--- config.mk ---
export PLATFORM = sky130hd
export DESIGN_NAME = axi_mgr_single
export DESIGN_NICKNAME = d
export VERILOG_FILES = /design/src/rtl/axi_mgr_pkg.sv /design/src/rtl/axi_mgr_single.sv
export SDC_FILE = /design/constraint.sdc
export NUM_CORES = 1
export LEC_CHECK = 0
export ABC_AREA = 1
export BUFFER_PORTS_ARGS = -buffer_cell sky130_fd_sc_hd__clkbuf_2
export CORE_MARGIN = 4
export CORE_UTILIZATION = 45
export DETAILED_ROUTE_END_ITERATION = 8
export GPL_TIMING_DRIVEN = 0
export HOLD_SLACK_MARGIN = 0.1
export PLACE_DENSITY = 0.87
export SYNTH_ARGS = -nofsm -noshare
export SYNTH_HDL_FRONTEND = slang
export SYNTH_SLANG_ARGS = --single-unit
--- constraint.sdc ---
create_clock -name m_axi_clk -period 1.7 [get_ports m_axi_clk]
set_input_delay 0.255 -clock m_axi_clk [delete_from_list [all_inputs] [get_ports m_axi_clk]]
set_output_delay 0.255 -clock m_axi_clk [all_outputs]
set_load 0.005 [all_outputs]
--- src/rtl/axi_mgr_pkg.sv ---
// Shared types and constants for the single-beat AXI manager.
package axi_mgr_pkg;

    typedef enum logic [1:0] {
        IDLE = 2'd0,
        WR   = 2'd1,
        RD   = 2'd2,
        RSP  = 2'd3
    } mgr_state_t;

    localparam logic [1:0] RESP_OKAY   = 2'b00;
    localparam logic [1:0] RESP_SLVERR = 2'b10;

endpackage

--- src/rtl/axi_mgr_single.sv ---
// Single-beat AXI manager: one command/response transaction outstanding at a
// time, mapped onto AW/W/B or AR/R with a per-transaction timeout.
//
// state | meaning
// IDLE  | cmd_ready high, waiting for a command
// WR    | AW/W/B in flight
// RD    | AR/R in flight
// RSP   | rsp_valid high, waiting for rsp_ready
module axi_mgr_single
    import axi_mgr_pkg::*;
#(
    parameter int DATA_WIDTH     = 8,
    parameter int ADDR_WIDTH     = 8,
    parameter int TIMEOUT_CYCLES = 16
) (
    input  logic                  m_axi_clk,
    input  logic                  m_axi_reset,

    input  logic                  cmd_valid,
    output logic                  cmd_ready,
    input  logic                  cmd_write,
    input  logic [ADDR_WIDTH-1:0] cmd_addr,
    input  logic [DATA_WIDTH-1:0] cmd_wdata,

    output logic                  rsp_valid,
    input  logic                  rsp_ready,
    output logic                  rsp_write,
    output logic [DATA_WIDTH-1:0] rsp_rdata,
    output logic [1:0]            rsp_resp,
    output logic                  rsp_timeout,

    output logic [ADDR_WIDTH-1:0] m_axi_awaddr,
    output logic                  m_axi_awvalid,
    input  logic                  m_axi_awready,

    output logic [DATA_WIDTH-1:0] m_axi_wdata,
    output logic                  m_axi_wvalid,
    output logic                  m_axi_wlast,
    input  logic                  m_axi_wready,

    output logic                  m_axi_bready,
    input  logic [1:0]            m_axi_bresp,
    input  logic                  m_axi_bvalid,

    output logic [ADDR_WIDTH-1:0] m_axi_araddr,
    output logic                  m_axi_arvalid,
    input  logic                  m_axi_arready,

    output logic                  m_axi_rready,
    input  logic [DATA_WIDTH-1:0] m_axi_rdata,
    input  logic                  m_axi_rvalid,
    input  logic                  m_axi_rlast,
    output logic [1:0]            m_axi_rresp
);

    localparam int CNT_W = $clog2(TIMEOUT_CYCLES + 1);

    mgr_state_t       state;
    logic [CNT_W-1:0] tmo_cnt;
    logic [CNT_W-1:0] tmo_inc;
    logic             tmo_hit;

    logic aw_done, w_done, b_done, ar_done;
    logic aw_hs, w_hs, b_hs, ar_hs, r_hs;
    logic aw_done_n, w_done_n, b_done_n, ar_done_n;

    // Single-beat transfers only, so rlast carries no information.
    logic unused_rlast;
    assign unused_rlast = m_axi_rlast;

    assign m_axi_rresp = RESP_OKAY;

    assign aw_hs = m_axi_awvalid & m_axi_awready;
    assign w_hs  = m_axi_wvalid  & m_axi_wready;
    assign b_hs  = m_axi_bready  & m_axi_bvalid;
    assign ar_hs = m_axi_arvalid & m_axi_arready;
    assign r_hs  = m_axi_rready  & m_axi_rvalid;

    assign aw_done_n = aw_done | aw_hs;
    assign w_done_n  = w_done  | w_hs;
    assign b_done_n  = b_done  | b_hs;
    assign ar_done_n = ar_done | ar_hs;

    assign tmo_inc = tmo_cnt + 1'b1;
    assign tmo_hit = (tmo_inc == CNT_W'(TIMEOUT_CYCLES));

    always_ff @(posedge m_axi_clk) begin
        if (m_axi_reset) begin
            state         <= IDLE;
            tmo_cnt       <= '0;
            aw_done       <= 1'b0;
            w_done        <= 1'b0;
            b_done        <= 1'b0;
            ar_done       <= 1'b0;
            cmd_ready     <= 1'b1;
            rsp_valid     <= 1'b0;
            rsp_write     <= 1'b0;
            rsp_rdata     <= '0;
            rsp_resp      <= RESP_OKAY;
            rsp_timeout   <= 1'b0;
            m_axi_awaddr  <= '0;
            m_axi_awvalid <= 1'b0;
            m_axi_wdata   <= '0;
            m_axi_wvalid  <= 1'b0;
            m_axi_wlast   <= 1'b0;
            m_axi_bready  <= 1'b0;
            m_axi_araddr  <= '0;
            m_axi_arvalid <= 1'b0;
            m_axi_rready  <= 1'b0;
        end else begin
            case (state)
                IDLE: begin
                    if (cmd_valid) begin
                        cmd_ready   <= 1'b0;
                        rsp_write   <= cmd_write;
                        rsp_rdata   <= '0;
                        rsp_resp    <= RESP_OKAY;
                        rsp_timeout <= 1'b0;
                        tmo_cnt     <= '0;
                        aw_done     <= 1'b0;
                        w_done      <= 1'b0;
                        b_done      <= 1'b0;
                        ar_done     <= 1'b0;
                        if (cmd_write) begin
                            m_axi_awaddr  <= cmd_addr;
                            m_axi_wdata   <= cmd_wdata;
                            m_axi_awvalid <= 1'b1;
                            m_axi_wvalid  <= 1'b1;
                            m_axi_wlast   <= 1'b1;
                            m_axi_bready  <= 1'b1;
                            state         <= WR;
                        end else begin
                            m_axi_araddr  <= cmd_addr;
                            m_axi_arvalid <= 1'b1;
                            m_axi_rready  <= 1'b1;
                            state         <= RD;
                        end
                    end
                end

                WR: begin
                    tmo_cnt <= tmo_inc;
                    if (aw_hs) begin
                        m_axi_awvalid <= 1'b0;
                        aw_done       <= 1'b1;
                    end
                    if (w_hs) begin
                        m_axi_wvalid <= 1'b0;
                        m_axi_wlast  <= 1'b0;
                        w_done       <= 1'b1;
                    end
                    // B may land before AW/W: the subordinate answers off the W beat.
                    if (b_hs) begin
                        m_axi_bready <= 1'b0;
                        b_done       <= 1'b1;
                        rsp_resp     <= m_axi_bresp;
                    end
                    if (aw_done_n && w_done_n && b_done_n) begin
                        rsp_valid <= 1'b1;
                        state     <= RSP;
                    end else if (tmo_hit) begin
                        m_axi_awvalid <= 1'b0;
                        m_axi_wvalid  <= 1'b0;
                        m_axi_wlast   <= 1'b0;
                        m_axi_bready  <= 1'b0;
                        rsp_timeout   <= 1'b1;
                        rsp_resp      <= RESP_SLVERR;
                        rsp_rdata     <= '0;
                        rsp_valid     <= 1'b1;
                        state         <= RSP;
                    end
                end

                RD: begin
                    tmo_cnt <= tmo_inc;
                    if (ar_hs) begin
                        m_axi_arvalid <= 1'b0;
                        ar_done       <= 1'b1;
                    end
                    if (r_hs) begin
                        m_axi_rready <= 1'b0;
                        rsp_rdata    <= m_axi_rdata;
                    end
                    if (ar_done_n && r_hs) begin
                        rsp_valid <= 1'b1;
                        state     <= RSP;
                    end else if (tmo_hit) begin
                        m_axi_arvalid <= 1'b0;
                        m_axi_rready  <= 1'b0;
                        rsp_timeout   <= 1'b1;
                        rsp_resp      <= RESP_SLVERR;
                        rsp_rdata     <= '0;
                        rsp_valid     <= 1'b1;
                        state         <= RSP;
                    end
                end

                RSP: begin
                    if (rsp_ready) begin
                        rsp_valid <= 1'b0;
                        cmd_ready <= 1'b1;
                        state     <= IDLE;
                    end
                end

                default: state <= IDLE;
            endcase
        end
    end

endmodule

======== Word-level counts from Yosys, hierarchy flattened ========
Cells that the tools add are included.
word-level totals
  input bits .............................. 37
  output and inout port bits .............. 46
  bits in registers ....................... 55
operators by class
  muxes and demuxes ....................... 71
  equal/unequal tests ..................... 16
  bitwise operators ....................... 10
  reductions and logical operators ........ 27
  add/sub/neg operators ................... 1
operators with widths
  cell                 number
  $mux 8               6
  $mux 1               35
  $reduce_and 3->1     9
  $mux 2               12
  $ne 2x2->1 const B   12
  $pmux 8 s3           1
  $pmux 1 s2           11
  $reduce_and 4->1     3
  $pmux 5 s2           1
  $pmux 2 s4           1
  $reduce_and 2->1     4
  $reduce_bool 2->1    4
  $pmux 1 s3           2
  $pmux 2 s3           1
  $reduce_bool 3->1    2
  $add 5x1->5 const B  1
  $and 1x1->1          5
  $eq 5x5->1 const B   1
  $mux 5               1
  $eq 2x2->1 const B   2
  $or 1x1->1           4
  $logic_and 1x1->1    3
  $eq 2x1->1 const B   1
  $logic_not 2->1      1
  2 further kinds      2

======== Logic depth before layout (Yosys ltp) ========
Gate-level depths: netlist (run 1).
  word-level depth ........................ 6
  mapped depth ............................ 11

======== Worst setup path before layout (run 1) ========
No wires, ideal clock.
  kind .................................... flip-flop to flip-flop
  start ................................... register state[0]
  end ..................................... register m_axi_wlast
  stages on the path, launching flop included .. 10
  data required time ...................... 1586 ps
  setup slack ............................. 118 ps
  arrival time ............................ 1469 ps
  clock period less this slack ............ 1582 ps
  cells stage by stage .................... dfxtp_1 inv_1 ha_1 nand2_1 inv_2 nand2_2 nand2_1 o21ai_0 o21bai_1 inv_1
on the way
  longest elaborated chain between the ends .. 3
  elaborated cells between the ends (all ways) .. 7
ends and longest elaborated chain
  what                                                              line                   text
  start, declared                                                   axi_mgr_single.sv:58   mgr_state_t state;
  start signal, assigned                                            axi_mgr_single.sv:89   state <= IDLE;
  start signal, assigned                                            axi_mgr_single.sv:131  state <= WR;
  start signal, assigned                                            axi_mgr_single.sv:136  state <= RD;
  $eq 2x1->1 or $logic_not 2->1 (tied branches)                     axi_mgr_single.sv:111  case (state)
  $reduce_bool 2->1 (no source line) or $ne 2x2->1 (tied branches)  --
  $reduce_and 3->1 (no source line)                                 --
  end signal, assigned                                              axi_mgr_single.sv:105  m_axi_wlast <= 1'b0;
  end signal, assigned                                              axi_mgr_single.sv:129  m_axi_wlast <= 1'b1;
  end signal, assigned                                              axi_mgr_single.sv:149  m_axi_wlast <= 1'b0;
  end, declared                                                     axi_mgr_single.sv:38   output logic m_axi_wlast,
Parallel ways exist; a longest one is shown, timed or not.
A chain may end at the register's enable or synchronous reset.

======== Worst setup path after layout (run 1) ========
  start ................................... register tmo_cnt[0]
  end ..................................... register rsp_rdata[1]
on the way
  longest elaborated chain between the ends .. 5
  elaborated cells between the ends (all ways) .. 7
ends and longest elaborated chain
  what                    line                   text
  start, declared         axi_mgr_single.sv:59   logic [CNT_W-1:0] tmo_cnt;
  start signal, assigned  axi_mgr_single.sv:142  tmo_cnt <= tmo_inc;
  start signal, assigned  axi_mgr_single.sv:175  tmo_cnt <= tmo_inc;
  $add 5x1->5 *           axi_mgr_single.sv:84   assign tmo_inc = tmo_cnt + 1'b1;
  $eq 5x5->1 *            axi_mgr_single.sv:85   assign tmo_hit = (tmo_inc == CNT_W'(TIMEOUT_CYCLES));
  $mux 8                  axi_mgr_single.sv:187  end else if (tmo_hit) begin
  $mux 8                  axi_mgr_single.sv:184  if (ar_done_n && r_hs) begin
  $pmux 8 s3              axi_mgr_single.sv:111
  end signal, assigned    axi_mgr_single.sv:182  rsp_rdata <= m_axi_rdata;
  end, declared           axi_mgr_single.sv:28   output logic [DATA_WIDTH-1:0] rsp_rdata,
Every way passes the cells marked *; elsewhere a longest branch is shown, timed or not.

==> flow_summary_export.csv, run 1 <==
group,metric,value,unit
grt,grt_max_degree,20,
yosys,synth.most_common_cell,"nand2_1",
yosys,synth_mux_area_frac,0.0116,
sta,rsz0062_at_grt,"true",
job,drv_cap,0,
yosys,synth_top_area_frac,0.426,
power_and_ir_drop,ir_worst_vdd,0.000653,V
yosys,yosys.area_share.simple,0.278,
placed_design,gp_congestion,0.880,
yosys,synthTopCellsByCount,"nand2_1 (79), dfxtp_1 (55), nor2_1 (41), o21ai_0 (41), inv_1 (40)",
placed_design,hpwl,5150,um
critical_path,path_max_fanout,8,
routing,drt-vias-per-instance,5.26,
clocking,cts_sinks,55,
grt,grt_pass1_wl,11900,um
finish,nets,499,
yosys,ys_async_sr_fraction,0,
yosys,synthAdderAreaFrac,0.0242,
sta,fmax,611,MHz
yosys,ys_types,27,
yosys,synthCells,368,
yosys,avgSynthCellArea,7.02,um^2
run_status,outcome,"completed",
clocking,cts-root-buf,"clkbuf_8",
sta,finalHoldViolCount,0,
grt,antenna_found_initial,0,
sta,slew_violations,0,
clocking,clk_pin_slew,110,ps
yosys,synth_compound_area_frac,0.172,
critical_path,worst-setup-path-type,"register to register",
sta,worst_pin_slew,680,ps
die,dieArea,0.00701,mm^2
sta,relSlewSlack,0.546,
die,row_count,27,
routing,wl_per_cell,13.9,um
critical_path,path_cells,"ha_4, nand3_2, nand2_1, nand2_1, nor2_2, nand3_4, a21oi_4, inv_4, nand2_1, inv_1, nor2_1",
grt,gr-total-overflow,0,
die,fp.coreArea,0.00554,mm^2
finish,final_cell_count_no_fill,530,
yosys,synth_area_leaders,"dfxtp_1 (43%), nand2_1 (11%), o21ai_0 (7.9%)",
power_and_ir_drop,powerDensity,1480,mW/mm^2
die,die_w,83.8,um
routing,vias,2790,
clocking,tritoncts,"built",
sta,finalClockSkew,9.66,ps
sta,finalCritPeriodShare,0.963,
finish,layout-drive-gt1-share,0.277,
die,pin_count,83,
yosys,yosys.area_share.xor_xnor,0,
grt,grt_use_total,0.205,
die,start_util,0.466,
routing,drt_iter0_markers,204,
clocking,clock_latency,320,ps
die,die_h,83.8,um
power_and_ir_drop,leakagePower,1.57,nW
sta,setup_viol,0,
yosys,yosysTopAreaCell,"dfxtp_1",
routing,dr.pass1.iters,5,
yosys,synth_enable_flop_cells,0,
min_path,hold_path_class,"input port to register",
finish,fin_util,0.600,
yosys,yosysWarnings,0,
grt,grt_pass1_vias,2667,
placed_design,io_buffers,77,
finish,n_antenna_cell,0,
placed_design,dp.cells,518,
routing,ant_nets,0,
critical_path,arrival,1900,ps
yosys,synth_top_family_by_area,"simple AND/OR/NAND/NOR gates",
yosys,yosysSeqAreaShare,0.426,
yosys,ys.flop_type,"dfxtp_1",
yosys,synth_area,0.00258,mm^2
critical_path,cpMostUsedCell,"nand2_1",
routing,drc_errors,0,
clocking,cts_hold_buf,0,
sta,period_minus_slack,1640,ps
clocking,htree_num_levels,2,
critical_path,worst_ep_required_time,1960,ps
critical_path,cp-start-kind,"register",
clocking,clockBufferDepth,2,
critical_path,endpoint_kind,"register",
yosys,ys_ff_latch,55,
routing,wl,7360,um
sta,hold_slack,165,ps
finish,syn_to_final_growth,28.8,%
critical_path,slowest_delay,390,ps
clocking,numCtsBuffers,5,
critical_path,cp_slowest_cell,"dfxtp_4",
## placed cells by master, fill, tap and decap left out, drive strengths merged
cell type,count
nand3b,5
buf,9
nor4,1
mux2i,3
clkbuf,89
clkinvlp,1
nand3,28
conb,2
ha,5
o211ai,2
nand4,3
o21ai,41
o21bai,2
inv,44
nor2,42
a21oi,38
nor3,4
nand2,82
a31oi,2
dfxtp,55
## where the power goes
part | internal [mW] | switching [mW] | leakage [nW]
registers | 1.62 | 0.236 | 0.453
clock network | 0.307 | 0.483 | 0.0467
logic | 0.872 | 1.41 | 1.07
total | 2.80 | 2.13 | 1.57
## kinds of logic (layout without fill, tap and decap cells)
kind of cell | count (synthesis) | after routing
AO/OA/AOI/OAI | 84 | 85
AND/OR/NAND/NOR | 165 | 165
multiplexers | 3 | 3
other | 1 | 2
buffers and inverters | 55 | 143
flip-flops | 55 | 55
adder cells (fa/ha/maj) | 5 | 5
## sequential cells by signal, summed over array words and instances, names as in the netlist, 2 cells and up
signal        count
tmo_cnt           5
m_axi_wdata       8
m_axi_awaddr      8
rsp_rdata         8
state             2
m_axi_araddr      8
rsp_resp          2
## worst paths after layout
check | to | slack [ps] | from | cells after the start
worst max-delay path | rsp_rdata[1] | 60 | tmo_cnt[0] | 11
worst min-delay path | m_axi_wdata[1] | 170 | cmd_wdata[1] | 3
worst max register to register | rsp_rdata[1] | 60 | tmo_cnt[0] | 11
worst min register to register | ar_done | 460 | ar_done | 2
## what timing repair did
| action | 4_1_cts | 5_1_grt |
|---|---|---|
| gates cloned | 1 | 0 |
| setup buffers | 0 | 3 |
| setup endpoints to repair | 45 | 26 |
| pin swaps | 2 | 5 |
| gates resized for setup | 17 | 25 |
## through the flow
| stage | setup WS, ps | TNS [ps] | area [um^2] | power, mW |
|---|---|---|---|---|
| after global routing | -23.4 | -139 | 3330 | 5.32 |
| after floorplan | 118 | 0 | 2590 | 3.12 |
| after CTS | -19.9 | -30.5 | 3230 | 4.70 |
| after global placement | -343 | -7090 | 3060 | 3.69 |
| after detailed placement | -396 | -8580 | 3060 | 3.77 |
| final | 62.4 | 0 | 3330 | 4.92 |
## routing by layer
layer	vias up	routed length [um]	track usage
met2	108	3610	0.354
met4	0	114	0.0673
met5	-	0	0
met3	8	544	0.0553
met1	1296	3090	0.246
li1	1378	-	-
## area by class of cell
class,count,area (um^2)
fill,527,2210
multi-input combinational,260,1390
sequential,55,1110
timing repair buffer,80,408
inverter,42,163
tap,72,90.1
clock buffer,5,68.8
buffer,13,62.6
clock inverter,3,27.5
## critical path: cells and delay by family (launching register included)
kind	cells	cell delay [ps]
AO/OA/AOI/OAI	1	260
adder cells (fa/ha/maj)	1	160
buffers and inverters	2	130
flip-flops	1	390
AND/OR/NAND/NOR	7	630
Note: power is estimated with default switching activity, not from simulation.
==> run 2: changes to the inputs <==
--- a/config.mk
+++ b/config.mk
@@ -12,7 +12,7 @@
 export DETAILED_ROUTE_END_ITERATION = 8
 export GPL_TIMING_DRIVEN = 0
 export HOLD_SLACK_MARGIN = 0.1
-export PLACE_DENSITY = 0.87
+export PLACE_DENSITY_LB_ADDON = 0.25
 export SYNTH_ARGS = -nofsm -noshare
 export SYNTH_HDL_FRONTEND = slang
 export SYNTH_SLANG_ARGS = --single-unit
==> flow_summary_export.csv, run 2 (same netlist as run 1, synthesis figures left out) <==
group,metric,value,unit
power_and_ir_drop,powerDensity,1460,mW/mm^2
critical_path,slowest_delay,380,ps
min_path,hold_path_class,"input port to register",
finish,fin_util,0.611,
finish,syn_to_final_growth,31.1,%
critical_path,path_max_fanout,7,
routing,dr.pass1.iters,4,
die,pin_count,83,
routing,drt-vias-per-instance,5.14,
critical_path,worst-setup-path-type,"register to register",
placed_design,hpwl,4860,um
clocking,numCtsBuffers,5,
power_and_ir_drop,leakagePower,1.60,nW
finish,layout-drive-gt1-share,0.295,
placed_design,dp.cells,518,
sta,setup_viol,0,
sta,fmax,611,MHz
critical_path,arrival,1870,ps
finish,layout_common_cells,"clkbuf_2 (77), nand2_1 (71), dfxtp_1 (51), inv_1 (37), o21ai_0 (37)",
finish,final_cell_count_no_fill,533,
grt,grt_use_total,0.196,
critical_path,worst_ep_required_time,1930,ps
power_and_ir_drop,total_power,4.96,mW
sta,relSlewSlack,0.544,
sta,worst_pin_slew,684,ps
clocking,clk_pin_slew,110,ps
sta,rsz0062_at_grt,"true",
power_and_ir_drop,ir_worst_vdd,0.000763,V
die,dieArea,0.00701,mm^2
die,fp.coreArea,0.00554,mm^2
sta,setup_ws,62.5,ps
sta,period_minus_slack,1640,ps
grt,gr-total-overflow,0,
finish,layout_commonest_cell,"clkbuf_2",
power_and_ir_drop,switching_power,2.13,mW
die,die_h,83.8,um
power_and_ir_drop,power.share.clock,0.157,
clocking,clockBufferDepth,2,
clocking,clock_latency,330,ps
critical_path,crit_family,"flip-flops",
grt,grt_pass1_vias,2497,
die,die_w,83.8,um
clocking,cts-root-buf,"clkbuf_8",
sta,slew_violations,0,
placed_design,dp_slack,-414,ps
grt,grt_max_degree,20,
power_and_ir_drop,combPwrFrac,0.473,
grt,grt_pass1_wl,11400,um
clocking,cts_hold_buf,0,
routing,drc_errors,0,
critical_path,endpoint_kind,"register",
grt,antenna_found_initial,0,
sta,finalHoldViolCount,0,
critical_path,cpMostUsedCell,"inv_1",
critical_path,cp-start-kind,"register",
sta,finalCritPeriodShare,0.963,
power_and_ir_drop,power_frac_seq,0.370,
routing,wl_per_cell,13.3,um
die,row_count,27,
routing,drt_iter0_markers,198,
power_and_ir_drop,intPower,2.83,mW
clocking,htree_num_levels,2,
critical_path,path_buf_inv,3,
sta,finalClockSkew,11.8,ps
finish,n_antenna_cell,0,
placed_design,gp_congestion,0.877,
clocking,tritoncts,"built",
clocking,cts_sinks,55,
critical_path,cp_slowest_cell,"dfxtp_4",
placed_design,io_buffers,77,
routing,vias,2742,
critical_path,path_cells,"inv_1, ha_4, inv_2, nor2_4, inv_1, nand2_4, a21oi_4, o21ai_0, nand2_1, nor2_2",
routing,ant_nets,0,
run_status,outcome,"completed",
power_and_ir_drop,swShare,0.430,
finish,nets,502,
die,start_util,0.466,
job,drv_cap,0,
routing,wl,7080,um
## run 2: cell types whose count changed in the layout (fill, tap and decap cells not counted), sizes merged
cell	before	now
clkinv	0	1
buf	9	12
clkinvlp	1	0
## run 2: area by class of cell
type                            instances  area [um^2]
Fill cell                             516         2160
Clock buffer                            5         68.8
Inverter                               42          165
Sequential cell                        55         1110
Tap cell                               72         90.1
Clock inverter                          3         26.3
Timing Repair Buffer                   83          443
Multi-Input combinational cell        260         1420
Buffer                                 13         62.6
## run 2: stage by stage
stage | TNS [ps] | cell area, um^2 | hold WS, ps
4_1_cts | 0 | 3230 | 167
5_1_grt | -113 | 3380 | 158
3_3_place_gp | -9480 | 3060 | 440
3_5_place_dp | -9670 | 3060 | 447
2_1_floorplan | 0 | 2590 | 390
6_report | 0 | 3380 | 163
## run 2: worst reg2reg max path, cell delays in order (launching register included)
cell and delay, ps:
dfxtp_4 380, inv_1 90, ha_4 200, inv_2 80, nor2_4 50, inv_1 120, nand2_4 100, a21oi_4 240
o21ai_0 140, nand2_1 90, nor2_2 50
## run 2: power groups by stage
stage / combinational (mW) / clock (mW) / sequential [mW]
after global placement: 1.88 / 0 / 1.83
final: 2.34 / 0.779 / 1.83
after floorplan: 1.29 / 0 / 1.83
after detailed placement: 1.92 / 0 / 1.83
after global routing: 2.63 / 0.839 / 1.88
after CTS: 2.07 / 0.785 / 1.82
## run 2: path summary, 6_finish.rpt
check	end	slack, ps	cells after the start	from
worst max register to register	rsp_rdata[1]	60	10	state[0]
worst min register to register	ar_done	460	2	ar_done
worst max-delay path	rsp_rdata[1]	60	10	state[0]
worst min-delay path	m_axi_wdata[3]	160	3	cmd_wdata[3]
## run 2: routing by layer
metal	vias up	routed length [um]	share of wire	track usage
met1	1263	3040	0.43	0.241
met5	-	0	0	0
met4	0	108	0.015	0.0614
met3	15	539	0.076	0.0632
li1	1383	-	-	-
met2	81	3390	0.48	0.324
## run 2: timing repair
action                     in CTS  in global routing
setup endpoints to repair      45                 37
resized for setup              18                 32
setup buffers                   0                  6
cloned                          1                  0
pin swaps                       1                 13
==> run 3: changes to the inputs <==
--- a/config.mk
+++ b/config.mk
@@ -6,7 +6,7 @@
 export NUM_CORES = 1
 export LEC_CHECK = 0
 export ABC_AREA = 1
-export BUFFER_PORTS_ARGS = -buffer_cell sky130_fd_sc_hd__clkbuf_2
+export BUFFER_PORTS_ARGS = -buffer_cell sky130_fd_sc_hd__buf_2
 export CORE_MARGIN = 4
 export CORE_UTILIZATION = 45
 export DETAILED_ROUTE_END_ITERATION = 8
==> flow_summary_export.csv, run 3 (same netlist as run 1, synthesis figures left out) <==
group,metric,value,unit
routing,drc_errors,0,
sta,fmax,613,MHz
min_path,worstHoldStart,"cmd_addr[6]",
grt,antenna_found_initial,0,
run_status,outcome,"completed",
routing,top_layer_used,"met4",
critical_path,worst-setup-path-type,"register to register",
routing,wl_met3,472,um
placed_design,io_buffers,77,
grt,grt_pass1_wl,11900,um
routing,dr.pass1.iters,4,
power_and_ir_drop,ir_worst_vdd,0.000758,V
clocking,numCtsBuffers,5,
clocking,htree_num_levels,2,
sta,relSlewSlack,0.551,
sta,worst_pin_slew,673,ps
power_and_ir_drop,powerDensity,1470,mW/mm^2
placed_design,gp_congestion,0.866,
critical_path,worst_ep_required_time,1930,ps
sta,finalHoldViolCount,0,
critical_path,startpoint,"tmo_cnt[1]",
finish,final_cell_count_no_fill,529,
die,dieArea,0.00701,mm^2
critical_path,arrival,1860,ps
finish,layout-drive-gt1-share,0.276,
sta,rsz0062_at_grt,"true",
sta,finalCritPeriodShare,0.960,
die,pin_count,83,
grt,grt_max_degree,19,
routing,met2_length,3330,um
sta,finalClockSkew,14.1,ps
routing,ant_nets,0,
clocking,cts_sinks,55,
critical_path,endpoint_kind,"register",
clocking,clock_latency,320,ps
clocking,clk_pin_slew,110,ps
routing,drt_iter0_markers,123,
critical_path,r2r_start,"tmo_cnt[1]",
die,die_h,83.8,um
clocking,clockBufferDepth,2,
job,drv_cap,0,
critical_path,cp-start-kind,"register",
die,start_util,0.466,
die,row_count,27,
grt,gr-total-overflow,0,
power_and_ir_drop,leakagePower,1.59,nW
finish,layout_commonest_cell,"buf_2",
sta,period_minus_slack,1630,ps
power_and_ir_drop,total_power,4.87,mW
grt,grt_use_total,0.203,
finish,nets,498,
routing,wl_met1,3240,um
finish,layout_common_cells,"buf_2 (78), nand2_1 (75), dfxtp_1 (51), inv_1 (37), nor2_1 (36)",
routing,vias,2724,
finish,n_antenna_cell,0,
min_path,hold_path_class,"input port to register",
sta,slew_violations,0,
finish,syn_to_final_growth,28.7,%
critical_path,path_max_fanout,5,
sta,setup_viol,0,
grt,grt_pass1_vias,2653,
clocking,cts_hold_buf,0,
placed_design,hpwl,5050,um
die,fp.coreArea,0.00554,mm^2
routing,wl_per_cell,13.5,um
clocking,cts-root-buf,"clkbuf_8",
placed_design,dp.cells,518,
routing,wl,7160,um
clocking,tritoncts,"built",
routing,drt-vias-per-instance,5.15,
die,die_w,83.8,um
run 3: power breakdown:
part           internal [mW]  leakage, nW  switching (mW)  total (mW)
sequential              1.62        0.452           0.218        1.83
combinational          0.851         1.09            1.38        2.23
clock                  0.343       0.0522           0.467       0.810
run 3: final timing paths:
path / to / slack (ps) / depth (start not counted)
setup / recovery: rsp_rdata[3] / 70 / 10
hold / removal: m_axi_araddr[6] / 180 / 3
setup reg to reg: rsp_rdata[3] / 70 / 10
hold reg to reg: m_axi_wdata[2] / 460 / 2
run 3: what timing repair did:
| action | in CTS | in global routing |
|---|---|---|
| pin swaps | 2 | 3 |
| cloned | 1 | 0 |
| endpoints found under the hold margin | 0 | 0 |
| resized for setup | 20 | 25 |
| setup endpoints to repair | 47 | 38 |
| setup buffers | 1 | 1 |
run 3: per-layer routing:
layer  vias up  track usage
li1       1374            -
met3        10       0.0513
met4         0       0.0731
met1      1260        0.250
met5         -            0
met2        80        0.341
run 3: layout make-up:
type / count / area (um^2)
Buffer: 13 / 65.1
Clock inverter: 2 / 17.5
Clock buffer: 6 / 82.6
Sequential cell: 55 / 1110
Timing Repair Buffer: 79 / 400
Tap cell: 72 / 90.1
Fill cell: 540 / 2220
Inverter: 42 / 165
Multi-Input combinational cell: 260 / 1390
run 3: critical path, stage by stage, from the launching register on:
cell and delay, ps:
dfxtp_2 390, ha_4 170, nand3_2 80, nand2_1 70, nand2_1 60, nor2_2 120, nand3_4 120, a21oi_4 260
o21ai_0 140, nand2_1 80, nor2_1 50
run 3: metrics by stage:
step | setup slack (ps) | utilization | instance area [um^2] | hold slack (ps) | setup TNS [ps]
6_report | 68.6 | 0.600 | 3320 | 175 | 0
5_1_grt | -21.3 | 0.600 | 3320 | 179 | -48.4
4_1_cts | 4.38 | 0.586 | 3250 | 176 | 0
3_5_place_dp | -395 | 0.553 | 3060 | 452 | -9600
3_3_place_gp | -420 | 0.553 | 3060 | 440 | -9990
2_1_floorplan | 118 | - | 2590 | 390 | 0
